==> src/rtl/branch_ctrl.sv <==
// rtl/branch_ctrl.sv - branch resolution, redirect/flush sequencing and 2-bit counter predictor
module branch_ctrl #(
  parameter int         XLEN         = 32,
  parameter int         BHT_ENTRIES  = 16,
  parameter int         FLUSH_CYCLES = 2,
  parameter logic [1:0] RESET_CTR    = 2'b01
) (
  input  logic            clk,
  input  logic            reset,
  input  logic [XLEN-1:0] f_pc,
  output logic            f_pred_taken,
  input  logic            stall,
  input  logic            ex_valid,
  input  logic            ex_branch,
  input  logic            ex_jump,
  input  logic            ex_je,
  input  logic            ex_pred_taken,
  input  logic [XLEN-1:0] ex_pc,
  input  logic [XLEN-1:0] ex_target,
  output logic            redirect,
  output logic [XLEN-1:0] redirect_pc,
  output logic            flush,
  output logic [31:0]     mispredict_count
);

  localparam int IDX_W = $clog2(BHT_ENTRIES);
  localparam int FC_W  = $clog2(FLUSH_CYCLES + 1);
  localparam logic [FC_W-1:0] FC_LOAD = FC_W'(FLUSH_CYCLES - 1);

  typedef enum logic {IDLE, FLUSH} state_e;

  state_e            state_q, state_d;
  logic [FC_W-1:0]   flush_ctr_q, flush_ctr_d;
  logic              redirect_q, redirect_d;
  logic [XLEN-1:0]   redirect_pc_q, redirect_pc_d;
  logic [31:0]       mispredict_count_q, mispredict_count_d;
  logic [1:0]        bht_q [BHT_ENTRIES];

  logic [IDX_W-1:0]  lk_idx, up_idx;
  logic              resolve, bht_we, need_redirect;
  logic [1:0]        ctr_old, ctr_new;
  logic              unused_pc_bits;

  assign lk_idx         = f_pc[IDX_W+1:2];
  assign up_idx         = ex_pc[IDX_W+1:2];
  assign unused_pc_bits = ^{f_pc[XLEN-1:IDX_W+2], f_pc[1:0]};
  // Lookup reads the registered table, so a same-index update is seen next cycle.
  assign f_pred_taken   = bht_q[lk_idx][1];

  always_comb begin
    resolve       = ex_valid && !stall && (state_q == IDLE);
    bht_we        = resolve && ex_branch && !ex_jump;
    need_redirect = resolve && (ex_jump || (ex_branch && (ex_je != ex_pred_taken)));
    ctr_old       = bht_q[up_idx];
    ctr_new       = ctr_old;
    if (ex_je && (ctr_old != 2'b11)) begin
      ctr_new = ctr_old + 2'b01;
    end else if (!ex_je && (ctr_old != 2'b00)) begin
      ctr_new = ctr_old - 2'b01;
    end
  end

  always_comb begin
    state_d            = state_q;
    flush_ctr_d        = flush_ctr_q;
    redirect_d         = 1'b0;
    redirect_pc_d      = redirect_pc_q;
    mispredict_count_d = mispredict_count_q;
    case (state_q)
      IDLE: begin
        if (need_redirect) begin
          state_d       = FLUSH;
          flush_ctr_d   = FC_LOAD;
          redirect_d    = 1'b1;
          redirect_pc_d = (ex_jump || ex_je) ? ex_target : ex_pc + XLEN'(4);
          if (mispredict_count_q != 32'hFFFF_FFFF) begin
            mispredict_count_d = mispredict_count_q + 32'd1;
          end
        end
      end
      FLUSH: begin
        if (flush_ctr_q == '0) begin
          state_d = IDLE;
        end else begin
          flush_ctr_d = flush_ctr_q - FC_W'(1);
        end
      end
      default: state_d = IDLE;
    endcase
  end

  always_ff @(posedge clk or posedge reset) begin
    if (reset) begin
      state_q            <= IDLE;
      flush_ctr_q        <= '0;
      redirect_q         <= 1'b0;
      redirect_pc_q      <= '0;
      mispredict_count_q <= '0;
    end else begin
      state_q            <= state_d;
      flush_ctr_q        <= flush_ctr_d;
      redirect_q         <= redirect_d;
      redirect_pc_q      <= redirect_pc_d;
      mispredict_count_q <= mispredict_count_d;
    end
  end

  always_ff @(posedge clk or posedge reset) begin
    if (reset) begin
      for (int i = 0; i < BHT_ENTRIES; i++) begin
        bht_q[i] <= RESET_CTR;
      end
    end else if (bht_we) begin
      bht_q[up_idx] <= ctr_new;
    end
  end

  assign redirect         = redirect_q;
  assign redirect_pc      = redirect_pc_q;
  assign flush            = (state_q == FLUSH);
  assign mispredict_count = mispredict_count_q;

endmodule
==> config.mk <==
export PLATFORM = sky130hd
export DESIGN_NAME = branch_ctrl
export DESIGN_NICKNAME = d
export VERILOG_FILES = /design/src/rtl/branch_ctrl.sv
export SDC_FILE = /design/constraint.sdc
export NUM_CORES = 1
export LEC_CHECK = 0
export CAP_MARGIN = 20
export CORE_MARGIN = 5
export CORE_UTILIZATION = 51
export CTS_CLUSTER_DIAMETER = 40
export DETAILED_ROUTE_END_ITERATION = 8
export MAX_ROUTING_LAYER = met4
export PLACE_DENSITY = 0.95
export SYNTH_ARGS = -nofsm -noshare
export SYNTH_HDL_FRONTEND = slang
export SYNTH_SLANG_ARGS = --single-unit
==> constraint.sdc <==
create_clock -name clk -period 8.15 [get_ports clk]
set_input_delay 2.445 -clock clk [delete_from_list [all_inputs] [get_ports clk]]
set_output_delay 2.445 -clock clk [all_outputs]
set_load 0.05 [all_outputs]
* Word level (Yosys, flattened, before mapping)
Index checks and enable logic that the tools add are counted.
** Word-level totals
- Register bits :: 100
- Memories kept :: 0
- Bits in latches :: 0
- Bits in read-only memories :: 0
- Logic and storage cells :: 75
- RAM bits :: 0
** Cells by class
- $add $sub $neg :: 5
- Mux-type cells :: 19
- Equality and inequality tests :: 5
- Divide/modulo/power cells :: 0
- Bitwise logic cells :: 3
- Magnitude comparators :: 3
- Shift operators :: 0
- Reductions and logical operators :: 19
- Multipliers :: 0
** Operators by type and width (count)
- 32-bit by 1-bit adder with 32-bit output (second input constant) :: 1
- 32-bit by 3-bit adder with 32-bit output (second input constant) :: 1
- 32-bit bitwise mux :: 1
- 32-bit two-way mux :: 1
- 32-bit != test (second input constant) :: 1
- 2-bit two-way mux :: 9
- 2-bit binary-select mux with 4-bit select :: 2
- 5-bit >= comparator (second input constant) :: 2
- 4-bit inverter with 5-bit output :: 2
- 1-bit logical AND :: 9
- 2-bit demux with 4-bit select :: 1
- 2-bit != test (second input constant) :: 3
- 5-bit by 1-bit < comparator with 1-bit output (second input constant) :: 1
- 2-bit case mux with 2 select lines :: 1
- 2-bit AND reduction :: 2
- 2-bit by 1-bit subtractor with 2-bit output (second input constant) :: 2
- 1-bit zero test :: 3
- 1-bit two-way mux :: 3
- 3-bit AND reduction :: 1
- 2-bit by 1-bit adder with 2-bit output (second input constant) :: 1
- 2-bit zero test :: 1
- 1-bit logical OR :: 2
- 1-bit case mux with 2 select lines :: 1
- 2-bit nonzero test :: 1
- 2 further kinds :: 2

* Logic depth before layout (Yosys ltp)
Gate-level depths: netlist of the first run.
- Depth after elaboration :: 9
- Mapped depth :: 14
- Mapped depth without buffers :: 11

* Worst setup path after synthesis of the first run
OpenSTA, ideal clock, no wires.
- Path type :: input-to-output
- Start point :: input f_pc[2]
- End point :: output f_pred_taken
- Data required time :: 5705 ps
- Arrival :: 3539 ps
- Setup slack :: 2166 ps
- Stages :: 2
- Cell sequence :: mux4_2 mux4_2
** On the way
- Cells in the longest elaborated chain, start to end :: 4
** Ends and longest elaborated chain
- from (decl) :: line 10 : input logic [XLEN-1:0] f_pc,
- 4-bit inverter with 5-bit output (not written as such) :: line 48 : assign f_pred_taken = bht_q[lk_idx][1];
- 2-bit binary-select mux with 4-bit select :: line 48
- 2-bit two-way mux (not written as such) (2 in series) :: line 48
- to (decl) :: line 11 : output logic f_pred_taken,
No other way between the ends. The select of a mux whose other input is x is not followed.

* Worst setup path after layout of the first run
Ends and elaborated chain as after synthesis.

==> results of run 1 <==
==> registers in the layout, indices dropped and copies added, names as in the netlist <==
signal	flops
bht_q	32
flush	1
flush_ctr_q	2
mispredict_count	32
redirect	1
redirect_pc	32
==> worst max-delay path, cell delays in order <==
cell and delay, ns:
clkdlybuf4s50_1 0.61, mux4_2 0.53, mux4_2 0.50, clkdlybuf4s50_1 0.72
==> layout by cell type (no fill, tap or decap), drive strengths merged, types with 2 or more instances in the layout <==
master         instances
clkdlybuf4s50        142
dfrtp                 84
nand2                 70
nor2                  47
xor2                  33
mux2                  33
nand3                 29
xnor2                 26
o21ai                 24
inv                   22
a21oi                 20
nor3                  17
dfstp                 16
nand4                 14
clkbuf                13
and3                  12
mux2i                 10
mux4                  10
o22ai                  9
nor4                   9
ha                     8
and2                   7
and4                   6
nor3b                  3
nand2b                 3
o211ai                 3
a31oi                  3
nor2b                  3
buf                    3
or4                    2
o2111ai                2
==> path summary, 6_finish.rpt <==
kind	start	endpoint
worst max-delay path	f_pc[2]	f_pred_taken
worst min-delay path	redirect_pc[18]$_DFFE_PP0P_	redirect_pc[18]$_DFFE_PP0P_
worst max register to register	bht_q[8]$_DFFE_PP1P_	bht_q[15]$_DFFE_PP0P_
worst min register to register	redirect_pc[18]$_DFFE_PP0P_	redirect_pc[18]$_DFFE_PP0P_
max in group asynchronous	reset	mispredict_count[19]$_DFFE_PP0P_
min in group asynchronous	reset	bht_q[31]$_DFFE_PP0P_
==> power by group <==
group | total [uW] | leakage, uW | switching, uW | internal (uW)
Clock | 329 | 0.000104 | 169 | 160
Sequential | 679 | 0.00123 | 70.6 | 609
Combinational | 763 | 0.00175 | 493 | 270
Total | 1770 | 0.00309 | 732 | 1040
==> metal layers <==
metal | part of all wire [%] | wire length (microns)
met1 | 39 | 6002
met2 | 52 | 8107
met3 | 6.7 | 1035
met4 | 2.5 | 383
met5 | 0 | 0
==> final cells by class <==
cell class	count	area, sq um
tap	140	175.2
inverter	21	81.33
multi-input combinational	410	2867
timing repair buffer	145	1444
clock buffer	13	158.9
fill	784	3501
clock inverter	3	43.79
sequential	100	2522
==> metrics by stage <==
step / utilization (%) / power [uW] / setup slack (ns) / instances / area, sq um
floorplan: - / 1165 / 2.166 / 556 / 5593
global placement: 65.69 / 1418 / 0.9122 / 816 / 7089
detailed placement: 65.69 / 1452 / 0.8882 / 816 / 7089
CTS: 67.56 / 1780 / 0.8872 / 832 / 7292
global route: 67.56 / 1848 / 0.8268 / 832 / 7292
finish: 67.56 / 1771 / 0.8973 / 832 / 7292
==> kinds of logic after synthesis <==
logic type      Yosys count
compound gates           66
xor+xnor                 59
fa+ha+maj                 8
buf+inv                  46
flops                   100
mux                      53
simple gates            224
==> results.yml, run 1 <==
yosys:
  synth_top_area_share_pct: 37.58
  synth_cell_types: 48
  synth-edff-count: 0
  ys_seq_elements: 100
  yosys-top-cells-area: "dfrtp_1 38%, dfstp_2 7.5%, mux2_2 6.6%"
  synthMostInstantiatedCell: "dfrtp_1"
  yosys.area.top_type: "dfrtp_1"
  synth_warnings: 0
  synth_adder_area_share_pct: 1.790
  synth_common_cells: "84 x dfrtp_1, 70 x nand2_1, 47 x nor2_1"
  synth_top_family_by_area: "simple AND/OR/NAND/NOR gates"
  synthFlopType: "dfrtp_1"
  syn_area_sq_um: 5593
  synth_simple_gate_area_share_pct: 20.69
  synth_mux_area_share_pct: 12.46
  syn_area_per_cell_sq_um: 10.06
  synthCells: 556
  synthXorXnorAreaFrac_pct: 9.239
  synthArstFlopShare_pct: 100.0
  ys_seq_area_share_pct: 45.10
  synth_compound_area_share_pct: 7.069
  syn_nets: 668
clock_tree:
  root_buffer: "clkbuf_8"
  cts_setup_buffers: 0
  cts_max_path_buffers: 2
  clk_latency_ns: 0.37
  clock-sinks: 100
  h-tree-depth: 3
  cts_resized: 0
  cts_buffers: 9
  tritoncts: "done"
  cts_hold_buf: 0
  clkTransAtPathRegs_ns: 0.09
sta:
  hold_viol: 0
  tightest_slew_ns: 0.8419
  min_period_over_period_pct: 88.99
  clock.fmax_mhz: 137.9
  period_needed_ns: 7.253
  relSlewSlack_pct: 43.70
  fin_worst_skew_ns: 0.01586
  rsz0062_at_grt: "no"
  maxSlewViolCount: 0
  holdWs_ns: 0.4927
  fin_tns_setup_ns: 0
  setup-violations-final: 0
run:
  drv_cap: 0
setup_path:
  critPathCaptureType: "output port"
  r2r_cells: 11
  path_max_fanout: 4
  crit_required_ns: 5.71
  start_kind: "input pin"
  ff2ff_setup_slack_ns: 5.30
  worstPathArrival_ns: 4.81
  critPathKind: "in -> out"
drt:
  drt_iter0_drc: 434
  first_pass_iters: 5
  wl_per_cell_microns: 18.66
  vias_per_cell: 5.806
  vias: 4831
  routed_wirelength_mm: 15.53
  post-route-drc-count: 0
  postRouteAntennaNets: 0
grt:
  globalRouteTotalUtil_pct: 24.34
  grt_pass1_vias: 5059
  overflow: 0
  antenna_found_initial: 0
  grt_use_met2_pct: 41.56
  use_met1_pct: 28.66
  grt_max_degree: 52
  grt_use_met3_pct: 4.810
  busiest_layer: "met2"
  grt_pass1_wl_mm: 24.80
place:
  gp_congestion: 0.9279
  dpl.hpwl_mm: 11.38
  portBuffers: 142
pwr:
  power_leakage_uw: 0.003089
  max-vdd-ir-drop_uv: 171.8
  powerDensity_nw_per_um2: 242.8
floorplan:
  die_w_microns: 114.7
  floorplan.initialDensity_pct: 51.82
  fp.dieH_microns: 114.7
  die_area_sq_um: 13160
  io_pins: 171
  core_area_sq_um: 10790
  fp-row-count: 38
final_layout:
  n_antenna_cell: 0
  drive_gt1_share_pct: 13.15
  synthToLayoutAreaGrowth_pct: 30.38
  nets: 799
outcome:
  outcome: "completed"
worst_hold_path:
  min_path_type: "reg -> reg"
  hold_depth: 2
(Power assumes the default switching activity.)
==> inputs of run 2 (changes only) <==
--- a/config.mk
+++ b/config.mk
@@ -12,6 +12,7 @@
 export DETAILED_ROUTE_END_ITERATION = 8
 export MAX_ROUTING_LAYER = met4
 export PLACE_DENSITY = 0.95
+export SLEW_MARGIN = 40
 export SYNTH_ARGS = -nofsm -noshare
 export SYNTH_HDL_FRONTEND = slang
 export SYNTH_SLANG_ARGS = --single-unit
==> results.yml, run 2 (synthesized netlist as in run 1, its figures left out) <==
clock_tree:
  cts_hold_buf: 0
  clkTransAtPathRegs_ns: 0.09
  h-tree-depth: 3
  cts_resized: 0
  clk_latency_ns: 0.37
  cts_max_path_buffers: 2
  tritoncts: "done"
  clock-sinks: 100
  root_buffer: "clkbuf_8"
  cts_buffers: 9
  cts_setup_buffers: 0
final_layout:
  drive_gt1_share_pct: 13.29
  stdcell_count: 832
  final_common_cell: "clkdlybuf4s50_1"
  n_antenna_cell: 0
  final_cell_mix: "141 x clkdlybuf4s50_1, 84 x dfrtp_1, 70 x nand2_1, 47 x nor2_1"
  synthToLayoutAreaGrowth_pct: 30.29
  nets: 799
  fin_area_sq_um: 7287
grt:
  overflow: 0
  antenna_found_initial: 0
  globalRouteTotalUtil_pct: 24.34
  grt_pass1_vias: 5059
  grt_pass1_wl_mm: 24.80
  grt_max_degree: 52
setup_path:
  path_cells: "clkdlybuf4s50_1, mux4_2, mux4_2, clkdlybuf4s50_1"
  crit_required_ns: 5.71
  path_max_fanout: 4
  max_stage_delay_ns: 0.72
  critPathTopFamily: "buffers and inverters"
  worstPathArrival_ns: 4.81
  cp_slowest_cell: "clkdlybuf4s50_1"
  critPathKind: "in -> out"
  critPathCaptureType: "output port"
  crit_start: "f_pc[2]"
  start_kind: "input pin"
  r2r_cells: 11
  r2r-start: "bht_q[8]$_DFFE_PP1P_"
  worst-path-buf-inv: 2
  ff2ff_setup_slack_ns: 5.30
  r2r_end: "bht_q[15]$_DFFE_PP0P_"
worst_hold_path:
  min_path_type: "reg -> reg"
  hold_depth: 2
  hold_end: "redirect_pc[18]$_DFFE_PP0P_"
  hp-start: "redirect_pc[18]$_DFFE_PP0P_"
place:
  pre_cts_ws_ns: 0.8882
  portBuffers: 142
  dpl.hpwl_mm: 11.38
  postPlaceCellArea_sq_um: 7089
  dpl.cell_count: 816
  gp_congestion: 0.9279
pwr:
  powerDensity_nw_per_um2: 243.0
  power_leakage_uw: 0.003089
  max-vdd-ir-drop_uv: 172.0
  total_power_uw: 1771
drt:
  vias_per_cell: 5.833
  first_pass_iters: 5
  post-route-drc-count: 0
  vias: 4853
  wl_per_cell_microns: 18.69
  routed_wirelength_mm: 15.55
  postRouteAntennaNets: 0
  drt_iter0_drc: 434
floorplan:
  die_w_microns: 114.7
  floorplan.initialDensity_pct: 51.82
  fp-row-count: 38
  core_area_sq_um: 10790
  io_pins: 171
  fp.dieH_microns: 114.7
  die_area_sq_um: 13160
sta:
  clock.fmax_mhz: 137.9
  relSlewSlack_pct: 47.13
  setup_slack_ns: 0.8973
  setup-violations-final: 0
  fin_worst_skew_ns: 0.01590
  hold_viol: 0
  tightest_slew_ns: 0.7931
  maxSlewViolCount: 0
  period_needed_ns: 7.253
  min_period_over_period_pct: 88.99
  fin_tns_setup_ns: 0
  rsz0062_at_grt: "no"
outcome:
  outcome: "completed"
run:
  drv_cap: 0
==> run 2: cell types whose count changed in the layout (fill, tap and decap cells not counted), sizes merged <==
cell / previous run / this run
clkdlybuf4s50: 142 / 141
buf: 3 / 4
==> run 2: per-stage QoR <==
step                hold slack (ns)  util [%]
floorplan                    0.4688         -
global placement             0.4658     65.69
detailed placement           0.4808     65.69
CTS                          0.5006     67.56
global route                 0.5324     67.52
finish                       0.4923     67.52
==> run 2: report_power, final <==
| part | internal (uW) | switching (uW) |
|---|---|---|
| logic | 269 | 493 |
| registers | 609 | 70.6 |
| clock network | 160 | 169 |
| total | 1040 | 733 |
==> run 2: area by class of cell <==
cell class | count | area [sq um]
well taps | 140 | 175.2
multi-input cells | 410 | 2867
fillers | 785 | 3506
inverters | 21 | 81.33
flip-flops and latches | 100 | 2522
repair buffers | 145 | 1439
clock inverters | 3 | 43.79
clock buffers | 13 | 158.9
==> run 2: worst max path at each step <==
stage               depth (start not counted)  slack [ns]           end
finish                                      4        0.90  f_pred_taken
CTS                                         4        0.89  f_pred_taken
floorplan                                   2        2.17  f_pred_taken
detailed placement                          4        0.89  f_pred_taken
global placement                            4        0.91  f_pred_taken
global route                                4        0.83  f_pred_taken
==> run 2: tightest hold or removal path, stage by stage, from the launching register on <==
cell	delay, ns
dfrtp_1	0.35
nand2_1	0.04
o21ai_0	0.06
==> run 2: routing by layer <==
metal	share of wire [%]	global-route usage (%)
met5	0	-
met1	38	28.66
met4	2.7	8.685
met2	52	41.56
met3	6.9	4.810
